`src/rtl/spi_master_param_if.sv`:
```
// Handshake and serial bus bundle for spi_master_param.
// The master modport is the DUT view and the slave modport is the controller/peripheral view.
interface spi_master_param_if #(
    parameter int DATA_WIDTH = 8,
    parameter int NUM_CS     = 1
);
    localparam int SEL_W = (NUM_CS > 1) ? $clog2(NUM_CS) : 1;

    logic [DATA_WIDTH-1:0] DATA;
    logic [SEL_W-1:0]      SEL;
    logic                  HOLD;
    logic                  TRG;
    logic                  RDY;
    logic [DATA_WIDTH-1:0] DATA_OUT;
    logic                  DONE;
    logic                  MOSI;
    logic                  MISO;
    logic                  SCK;
    logic [NUM_CS-1:0]     CS_N;

    modport master (
        input  DATA, SEL, HOLD, TRG, MISO,
        output RDY, DATA_OUT, DONE, MOSI, SCK, CS_N
    );

    modport slave (
        output DATA, SEL, HOLD, TRG, MISO,
        input  RDY, DATA_OUT, DONE, MOSI, SCK, CS_N
    );
endinterface

```
`src/rtl/spi_master_param.sv`:
```
// Parametrised full-duplex SPI master: one word per TRG/RDY handshake,
// configurable SCK divider, CPOL/CPHA, bit order and chip-select hold for bursts.
module spi_master_param #(
    parameter int DATA_WIDTH = 8,
    parameter int NUM_CS     = 1,
    parameter int CLK_DIV    = 1,
    parameter bit CPOL       = 1'b0,
    parameter bit CPHA       = 1'b0,
    parameter bit MSB_FIRST  = 1'b1
) (
    input  logic                 CLK,
    input  logic                 RESET_N,
    spi_master_param_if.master   bus
);
    localparam int DIV_W  = (CLK_DIV > 1) ? $clog2(CLK_DIV) : 1;
    localparam int LAST   = 2 * DATA_WIDTH;
    localparam int EDGE_W = $clog2(LAST + 2);

    typedef enum logic [1:0] {IDLE, LEAD, SHIFT, TRAIL} state_t;

    state_t                r_state;
    logic [DIV_W-1:0]      r_div;
    logic [EDGE_W-1:0]     r_edge;
    logic [DATA_WIDTH-1:0] r_tx;
    logic [DATA_WIDTH-1:0] r_rx;
    logic [DATA_WIDTH-1:0] r_dout;
    logic [NUM_CS-1:0]     r_cs_n;
    logic                  r_hold;
    logic                  r_samp;
    logic                  r_rdy;
    logic                  r_done;
    logic                  r_mosi;
    logic                  r_sck;

    logic                  w_tick;
    logic [EDGE_W-1:0]     w_k;
    logic                  w_sample_edge;
    logic [DATA_WIDTH-1:0] w_rx_next;
    logic [DATA_WIDTH-1:0] w_tx_sh;
    logic                  w_tx_bit;
    logic                  w_tx_sh_bit;
    logic                  w_first_bit;
    logic [NUM_CS-1:0]     w_cs_sel;

    assign w_tick = (r_div == DIV_W'(CLK_DIV - 1));
    assign w_k    = r_edge + 1'b1;
    // A sampling SCK edge is seen on the pin one cycle later; r_samp delays the MISO capture to match.
    assign w_sample_edge = (r_state != IDLE) && w_tick && (w_k <= EDGE_W'(LAST)) && (w_k[0] == ~CPHA);
    assign w_rx_next = !r_samp ? r_rx :
                       MSB_FIRST ? {r_rx[DATA_WIDTH-2:0], bus.MISO} : {bus.MISO, r_rx[DATA_WIDTH-1:1]};

    assign w_tx_sh     = MSB_FIRST ? (r_tx << 1) : (r_tx >> 1);
    assign w_tx_bit    = MSB_FIRST ? r_tx[DATA_WIDTH-1] : r_tx[0];
    assign w_tx_sh_bit = MSB_FIRST ? w_tx_sh[DATA_WIDTH-1] : w_tx_sh[0];
    assign w_first_bit = MSB_FIRST ? bus.DATA[DATA_WIDTH-1] : bus.DATA[0];

    // Out-of-range SEL leaves every chip select deasserted.
    always_comb begin
        w_cs_sel = '1;
        for (int i = 0; i < NUM_CS; i++) w_cs_sel[i] = (int'(bus.SEL) != i);
    end

    always_ff @(posedge CLK or negedge RESET_N) begin
        if (!RESET_N) begin
            r_state <= IDLE;
            r_div   <= '0;
            r_edge  <= '0;
            r_tx    <= '0;
            r_rx    <= '0;
            r_dout  <= '0;
            r_cs_n  <= '1;
            r_hold  <= 1'b0;
            r_samp  <= 1'b0;
            r_rdy   <= 1'b0;
            r_done  <= 1'b0;
            r_mosi  <= 1'b0;
            r_sck   <= CPOL;
        end else begin
            r_done <= 1'b0;
            r_samp <= w_sample_edge;
            r_rx   <= w_rx_next;
            case (r_state)
                IDLE: begin
                    if (r_rdy && bus.TRG) begin
                        r_rdy   <= 1'b0;
                        r_tx    <= bus.DATA;
                        r_hold  <= bus.HOLD;
                        r_cs_n  <= w_cs_sel;
                        r_mosi  <= (CPHA == 1'b0) ? w_first_bit : 1'b0;
                        r_div   <= '0;
                        r_edge  <= '0;
                        r_state <= LEAD;
                    end else begin
                        r_rdy <= 1'b1;
                    end
                end
                default: begin
                    if (!w_tick) begin
                        r_div <= r_div + 1'b1;
                    end else begin
                        r_div  <= '0;
                        r_edge <= w_k;
                        if (w_k == EDGE_W'(LAST + 1)) begin
                            r_dout  <= w_rx_next;
                            r_done  <= 1'b1;
                            r_rdy   <= 1'b1;
                            r_mosi  <= 1'b0;
                            r_state <= IDLE;
                            if (!r_hold) r_cs_n <= '1;
                        end else begin
                            r_sck <= ~r_sck;
                            if (w_k == EDGE_W'(1))    r_state <= SHIFT;
                            if (w_k == EDGE_W'(LAST)) r_state <= TRAIL;
                            if (CPHA == 1'b0) begin
                                if (!w_k[0] && (w_k != EDGE_W'(LAST))) begin
                                    r_tx   <= w_tx_sh;
                                    r_mosi <= w_tx_sh_bit;
                                end
                            end else if (w_k[0]) begin
                                r_tx   <= w_tx_sh;
                                r_mosi <= w_tx_bit;
                            end
                        end
                    end
                end
            endcase
        end
    end

    assign bus.RDY      = r_rdy;
    assign bus.DONE     = r_done;
    assign bus.DATA_OUT = r_dout;
    assign bus.MOSI     = r_mosi;
    assign bus.SCK      = r_sck;
    assign bus.CS_N     = r_cs_n;
endmodule

```
`src/flat_wrapper.sv`:
```
// flat-port wrapper written by rule: the top's interface ports become plain ports
module spi_master_param_flat 
#(
    parameter int DATA_WIDTH = 8,
    parameter int NUM_CS     = 1,
    parameter int CLK_DIV    = 1,
    parameter bit CPOL       = 1'b0,
    parameter bit CPHA       = 1'b0,
    parameter bit MSB_FIRST  = 1'b1
)
  (CLK, RESET_N, bus_DATA, bus_SEL, bus_HOLD, bus_TRG, bus_MISO, bus_RDY, bus_DATA_OUT, bus_DONE, bus_MOSI, bus_SCK, bus_CS_N);
  spi_master_param_if #(.DATA_WIDTH(DATA_WIDTH), .NUM_CS(NUM_CS)) bus_i ();
  input  logic CLK;
  input  logic RESET_N;
  input wire logic [$bits(bus_i.DATA)-1:0] bus_DATA;
  input wire logic [$bits(bus_i.SEL)-1:0] bus_SEL;
  input wire logic [$bits(bus_i.HOLD)-1:0] bus_HOLD;
  input wire logic [$bits(bus_i.TRG)-1:0] bus_TRG;
  input wire logic [$bits(bus_i.MISO)-1:0] bus_MISO;
  output wire logic [$bits(bus_i.RDY)-1:0] bus_RDY;
  output wire logic [$bits(bus_i.DATA_OUT)-1:0] bus_DATA_OUT;
  output wire logic [$bits(bus_i.DONE)-1:0] bus_DONE;
  output wire logic [$bits(bus_i.MOSI)-1:0] bus_MOSI;
  output wire logic [$bits(bus_i.SCK)-1:0] bus_SCK;
  output wire logic [$bits(bus_i.CS_N)-1:0] bus_CS_N;
  assign bus_i.DATA = bus_DATA;
  assign bus_i.SEL = bus_SEL;
  assign bus_i.HOLD = bus_HOLD;
  assign bus_i.TRG = bus_TRG;
  assign bus_i.MISO = bus_MISO;
  assign bus_RDY = bus_i.RDY;
  assign bus_DATA_OUT = bus_i.DATA_OUT;
  assign bus_DONE = bus_i.DONE;
  assign bus_MOSI = bus_i.MOSI;
  assign bus_SCK = bus_i.SCK;
  assign bus_CS_N = bus_i.CS_N;
  spi_master_param #(.DATA_WIDTH(DATA_WIDTH), .NUM_CS(NUM_CS), .CLK_DIV(CLK_DIV), .CPOL(CPOL), .CPHA(CPHA), .MSB_FIRST(MSB_FIRST)) u_core (.CLK(CLK), .RESET_N(RESET_N), .bus(bus_i));
endmodule
```
`config.mk`:
```
export PLATFORM = sky130hd
export DESIGN_NAME = spi_master_param_flat
export DESIGN_NICKNAME = d
export VERILOG_FILES = /design/src/rtl/spi_master_param_if.sv /design/src/rtl/spi_master_param.sv /design/src/flat_wrapper.sv
export SDC_FILE = /design/constraint.sdc
export NUM_CORES = 1
export LEC_CHECK = 0
export CELL_PAD_IN_SITES_DETAIL_PLACEMENT = 0
export CELL_PAD_IN_SITES_GLOBAL_PLACEMENT = 1
export CORE_MARGIN = 2
export CORE_UTILIZATION = 30
export DETAILED_ROUTE_END_ITERATION = 6
export PLACE_DENSITY_LB_ADDON = 0.1
export SLEW_MARGIN = 20
export SYNTH_ARGS = -nofsm -noshare
export SYNTH_HDL_FRONTEND = slang
export SYNTH_SLANG_ARGS = --single-unit
```
`constraint.sdc`:
```
create_clock -name CLK -period 2.6 [get_ports CLK]
set_clock_uncertainty 0.2 [all_clocks]
set_input_delay 0.52 -clock CLK [delete_from_list [all_inputs] [get_ports CLK]]
set_output_delay 0.52 -clock CLK [all_outputs]
set_load 0.02 [all_outputs]
```
* Word level (Yosys, flattened, before mapping)
Index checks and enable logic that the tools add are counted.
** Operators by class
- Magnitude comparators :: 1
- Reductions and logical operators :: 21
- $add $sub $neg :: 2
- Muxes and demuxes :: 35
- Equal/unequal tests :: 8
- Bitwise gates (word level) :: 4
** Operator list (count)
- $mux W7 :: 5
- $mux W1 :: 20
- $mux W5 :: 3
- $mux W2 :: 6
- $reduce_and A3 Y1 :: 4
- $eq A5 B5 Y1 const B :: 2
- $mux W8 :: 1
- $reduce_and A4 Y1 :: 2
- $ne A2 B2 Y1 const B :: 3
- $reduce_and A2 Y1 :: 3
- $reduce_bool A2 Y1 :: 3
- $add A5 B1 Y5 const B :: 1
- $eq A5 B1 Y1 const B :: 1
- $le A5 B5 Y1 const B :: 1
- $logic_and A1 B1 Y1 :: 5
- $ne A5 B5 Y1 const B :: 1
- $not A1 Y1 :: 4
- $reduce_bool A4 Y1 :: 1
- $reduce_bool A3 Y1 :: 1
- $logic_not A2 Y1 :: 1
- $ne A2 B1 Y1 const B :: 1
- $add A1 B1 Y1 const B :: 1
- $logic_not A1 Y1 :: 1
** Word-level totals
- Output and inout port bits :: 13
- Input port bits :: 14
- Register bits :: 38

* Logic depth before layout (Yosys ltp)
- Depth after elaboration :: 7
- Gate-level depth with buffers :: 7

* Worst setup path after synthesis
OpenSTA, ideal clock, no wires.
- Path type :: flip-flop to flip-flop
- From :: register u_core.r_edge[1]
- To :: register u_core.r_dout[0] (netlist: u_core.bus.DATA_OUT[0])
- Setup slack :: 502 ps
- Stages on the path, launching flop included :: 8
- Setup time :: 125 ps
- Clock period less this slack :: 2098 ps
- Data required time :: 2275 ps
- Arrival time :: 1773 ps
- Cells stage by stage :: dfrtp_1 > ha_1 > and2_4 > nand2_4 > o32ai_4 > nand3_2 > clkinv_4 > mux2_4
** On the way
- Word-level cells in the longest chain between the ends :: 3
** RTL lines
- start: declaration :: RTL line spi_master_param.sv:23 : logic [EDGE_W-1:0] r_edge;
- start signal: assignment :: RTL line spi_master_param.sv:102 : r_edge <= w_k;
- $add A5 B1 Y5 :: RTL line spi_master_param.sv:46 : assign w_k = r_edge + 1'b1;
- $eq A5 B5 Y1 :: RTL line spi_master_param.sv:103 : if (w_k == EDGE_W'(LAST + 1)) begin
- $reduce_and A3 Y1 (no source line)
- end signal: assignment :: RTL line spi_master_param.sv:104 : r_dout <= w_rx_next;
- end: declaration :: RTL line spi_master_param.sv:26 : logic [DATA_WIDTH-1:0] r_dout;
No other way between the ends.
A chain may end at the register's enable or synchronous reset.

* Worst setup path after layout
- From :: register u_core.r_edge[1]
- To :: register u_core.r_dout[7] (netlist: u_core.bus.DATA_OUT[7])
The elaborated chain is that of the path after synthesis.

==> out/results.ini <==
[worst_setup_path]
cp_cell_sequence = ha_1, and2_4, nand2_4, o32ai_4, nand3_2, clkinv_4, mux2_4
arrival_ps = 2260
critPathSlowestCell = dfrtp_1
start_kind = flop
critPathRequiredTime_ps = 2570
critPathMaxStageDelay_ps = 500
reg2reg_depth = 7
crit_fanout = 10
critPathKind = flop to flop
endpoint_kind = flop

[power]
p_comb_share_pct = 45.1
swShare_pct = 37.5
p_leak_nw = 0.907
p_clk_share_pct = 17.3
vdd_drop_max_v = 0.000524
pwr-share-seq_pct = 37.6
power_density_mw_per_mm2 = 1280
internal_power_w = 0.00178
p_switching_w = 0.00107

[yosys]
synth-seq-cells = 37
synth_edf_count = 0
yosysSeqAreaShare_pct = 53.2
synth_flop_cell = dfrtp_1
async_flop_share_pct = 100
syn-instance-count = 144
synth_nets = 161
syn_area_mm2 = 0.00174
ys_warn_count = 0
synth.distinct_cells = 38
synth_area_per_cell_um2 = 12.1

[global_routing]
grt_antenna_before_repair = 0
grt_overflow = 0
grt_max_degree = 38
grt_pass1_vias = 1227
grt.total_usage_pct = 12.5
grt_pass1_wl_um = 6070

[sta]
timing.final.crit_share_pct = 87.9
period_minus_slack_ps = 2290
clock.fmax_mhz = 437
timing.slew.headroom_pct = 69.0
hold_viol = 0
hold_ws_ps = 252
slew_viol_final = 0
setup_tns_ps = 0
worst_pin_slew_ps = 466
setup-violations-final = 0
rsz0062_at_grt = false

[floorplanning]
core_region_area_mm2 = 0.00557
io_pins = 27
die_area_mm2 = 0.00644
row_count = 27
start_util_pct = 31.3
die_w_um = 80.2
die_h_um = 80.2

[placement]
hpwlAfterDp_um = 2650
port_buffers = 26
place_congestion = 0.806
place_area_mm2 = 0.00210

[detailed_routing]
wl_per_cell_um = 14.8
vias_per_cell = 4.90
ant_nets = 0
routed_wl_um = 3700
vias = 1225
drt_iter0_drc = 29
drc_errors = 0
firstDrtPassIters = 4

[job]
cap_violations = 0

[min_path]
min_path_cells = 1
hp-class = flop to flop

[run_status]
status = completed

[cts]
cts_tree = built
postCtsSetupBuffers = 0
cts_buffer_depth = 2
ctsHoldBuffers = 0
cts_buffers = 5
cts.clk_slew.worst_paths_ps = 70
htreeDepth = 2
root_buffer = clkbuf_8
cts.repair.resized = 0
cts_sinks = 37
clock_latency_ps = 280

[finish]
n_antenna_cell = 0
finalNetCount = 194
design_area_mm2 = 0.00222
layout-drive-gt1-share_pct = 22.5
area_delta_synth_final_pct = 27.4
fillCellCount = 550

-- cell usage after synthesis, drive strengths merged (3+ instances only) --
cell / count / area share (%)
mux2i: 7 / 4.0
dfrtp: 36 / 52
o21ai: 9 / 2.6
nor2: 11 / 2.4
mux2: 16 / 12
a32oi: 6 / 3.0
ha: 3 / 2.2
a31oi: 4 / 1.4
a21oi: 4 / 1.4
clkbuf: 3 / 0.65
nand3: 3 / 1.1
nand2: 15 / 3.8
-- power groups by stage --
stage / Clock, W / Combinational [W] / Sequential, W
floorplan: 0 / 0.000825 / 0.00112
global placement: 0 / 0.00128 / 0.00107
detailed placement: 0 / 0.00130 / 0.00108
CTS: 0.000517 / 0.00130 / 0.00107
global route: 0.000549 / 0.00141 / 0.00111
finish: 0.000492 / 0.00128 / 0.00107
-- cell usage in the layout (no fill, tap or decap), types with 2 or more instances in the layout --
master            n
a31oi_1           4
mux2i_1           7
a211oi_1          2
nor2_1           11
o21ai_0           9
a22o_1            2
dfrtp_1          36
inv_1             2
a32oi_1           6
or2_2             2
clkinv_4          2
nand3_1           2
a21oi_1           3
o22ai_1           2
clkdlybuf4s50_1  26
mux2_4            8
mux2_2            8
ha_1              3
nand2b_1          2
buf_4             4
clkbuf_8          5
nand2_1          13
-- cell type report --
type	count	area, µm²	area share [%]
clock buffers	5	68.8	3.10
clock inverters	3	46.3	2.09
inverters	3	16.3	0.733
multi-input cells	100	781	35.2
flip-flops and latches	37	927	41.8
well taps	72	90.1	4.06
repair buffers	30	290	13.1
-- metal layers --
metal	vias up	wire (µm)	track usage (%)
li1	589	-	-
met1	599	1630	14.8
met2	29	1870	21.3
met3	8	151	3.37
met4	0	57	5.08
met5	-	0	0
-- per-stage QoR --
stage / total power, W / setup slack (ps) / instances / utilization [%]
4_1_cts: 0.00289 / 313 / 250 / 39.8
3_5_place_dp: 0.00238 / 319 / 242 / 37.8
2_1_floorplan: 0.00194 / 502 / 144 / -
5_1_grt: 0.00307 / 144 / 250 / 39.8
3_3_place_gp: 0.00235 / 378 / 242 / 37.8
6_report: 0.00285 / 314 / 250 / 39.8
-- final timing paths --
check	slack (ps)	startpoint	endpoint
worst min-delay path	250	u_core.r_hold	u_core.bus.CS_N
worst max register to register	310	u_core.r_edge[1]	u_core.bus.DATA_OUT[7]
worst min register to register	250	u_core.r_hold	u_core.bus.CS_N
worst max-delay path	310	u_core.r_edge[1]	u_core.bus.DATA_OUT[7]
min in group asynchronous	460	RESET_N	u_core.r_rx[1]
max in group asynchronous	1390	RESET_N	u_core.bus.CS_N
-- flip-flops by register name, summed over array words and instances (netlist names) --
signal	flops
u_core.r_tx	7
u_core.bus.MOSI	1
u_core.bus.DONE	1
u_core.r_hold	1
u_core.bus.SCK	1
u_core.r_edge	5
u_core.bus.CS_N	1
u_core.bus.RDY	1
u_core.r_samp	1
u_core.r_rx	8
u_core.r_state	2
u_core.bus.DATA_OUT	8
-- logic make-up after synthesis --
family	after synthesis	share of synthesized area, %
xor gates and xnor gates	2	1.01
muxes	23	16.1
AOI/OAI and AO/OA	34	14.6
adders and majority gates	3	2.15
and+or+nand+nor	38	11.0
buffers and inverters	7	2.01
DFF	37	53.2
-- critical path, delay by kind of cell (launching register included) --
family                     cells  cell delay, ps
buffers and inverters          1             150
AOI/OAI and AO/OA              1             320
muxes                          1             310
adders and majority gates      1             260
and+or+nand+nor                3             430
DFF                            1             500
Note: power is estimated with default switching activity, not from simulation.
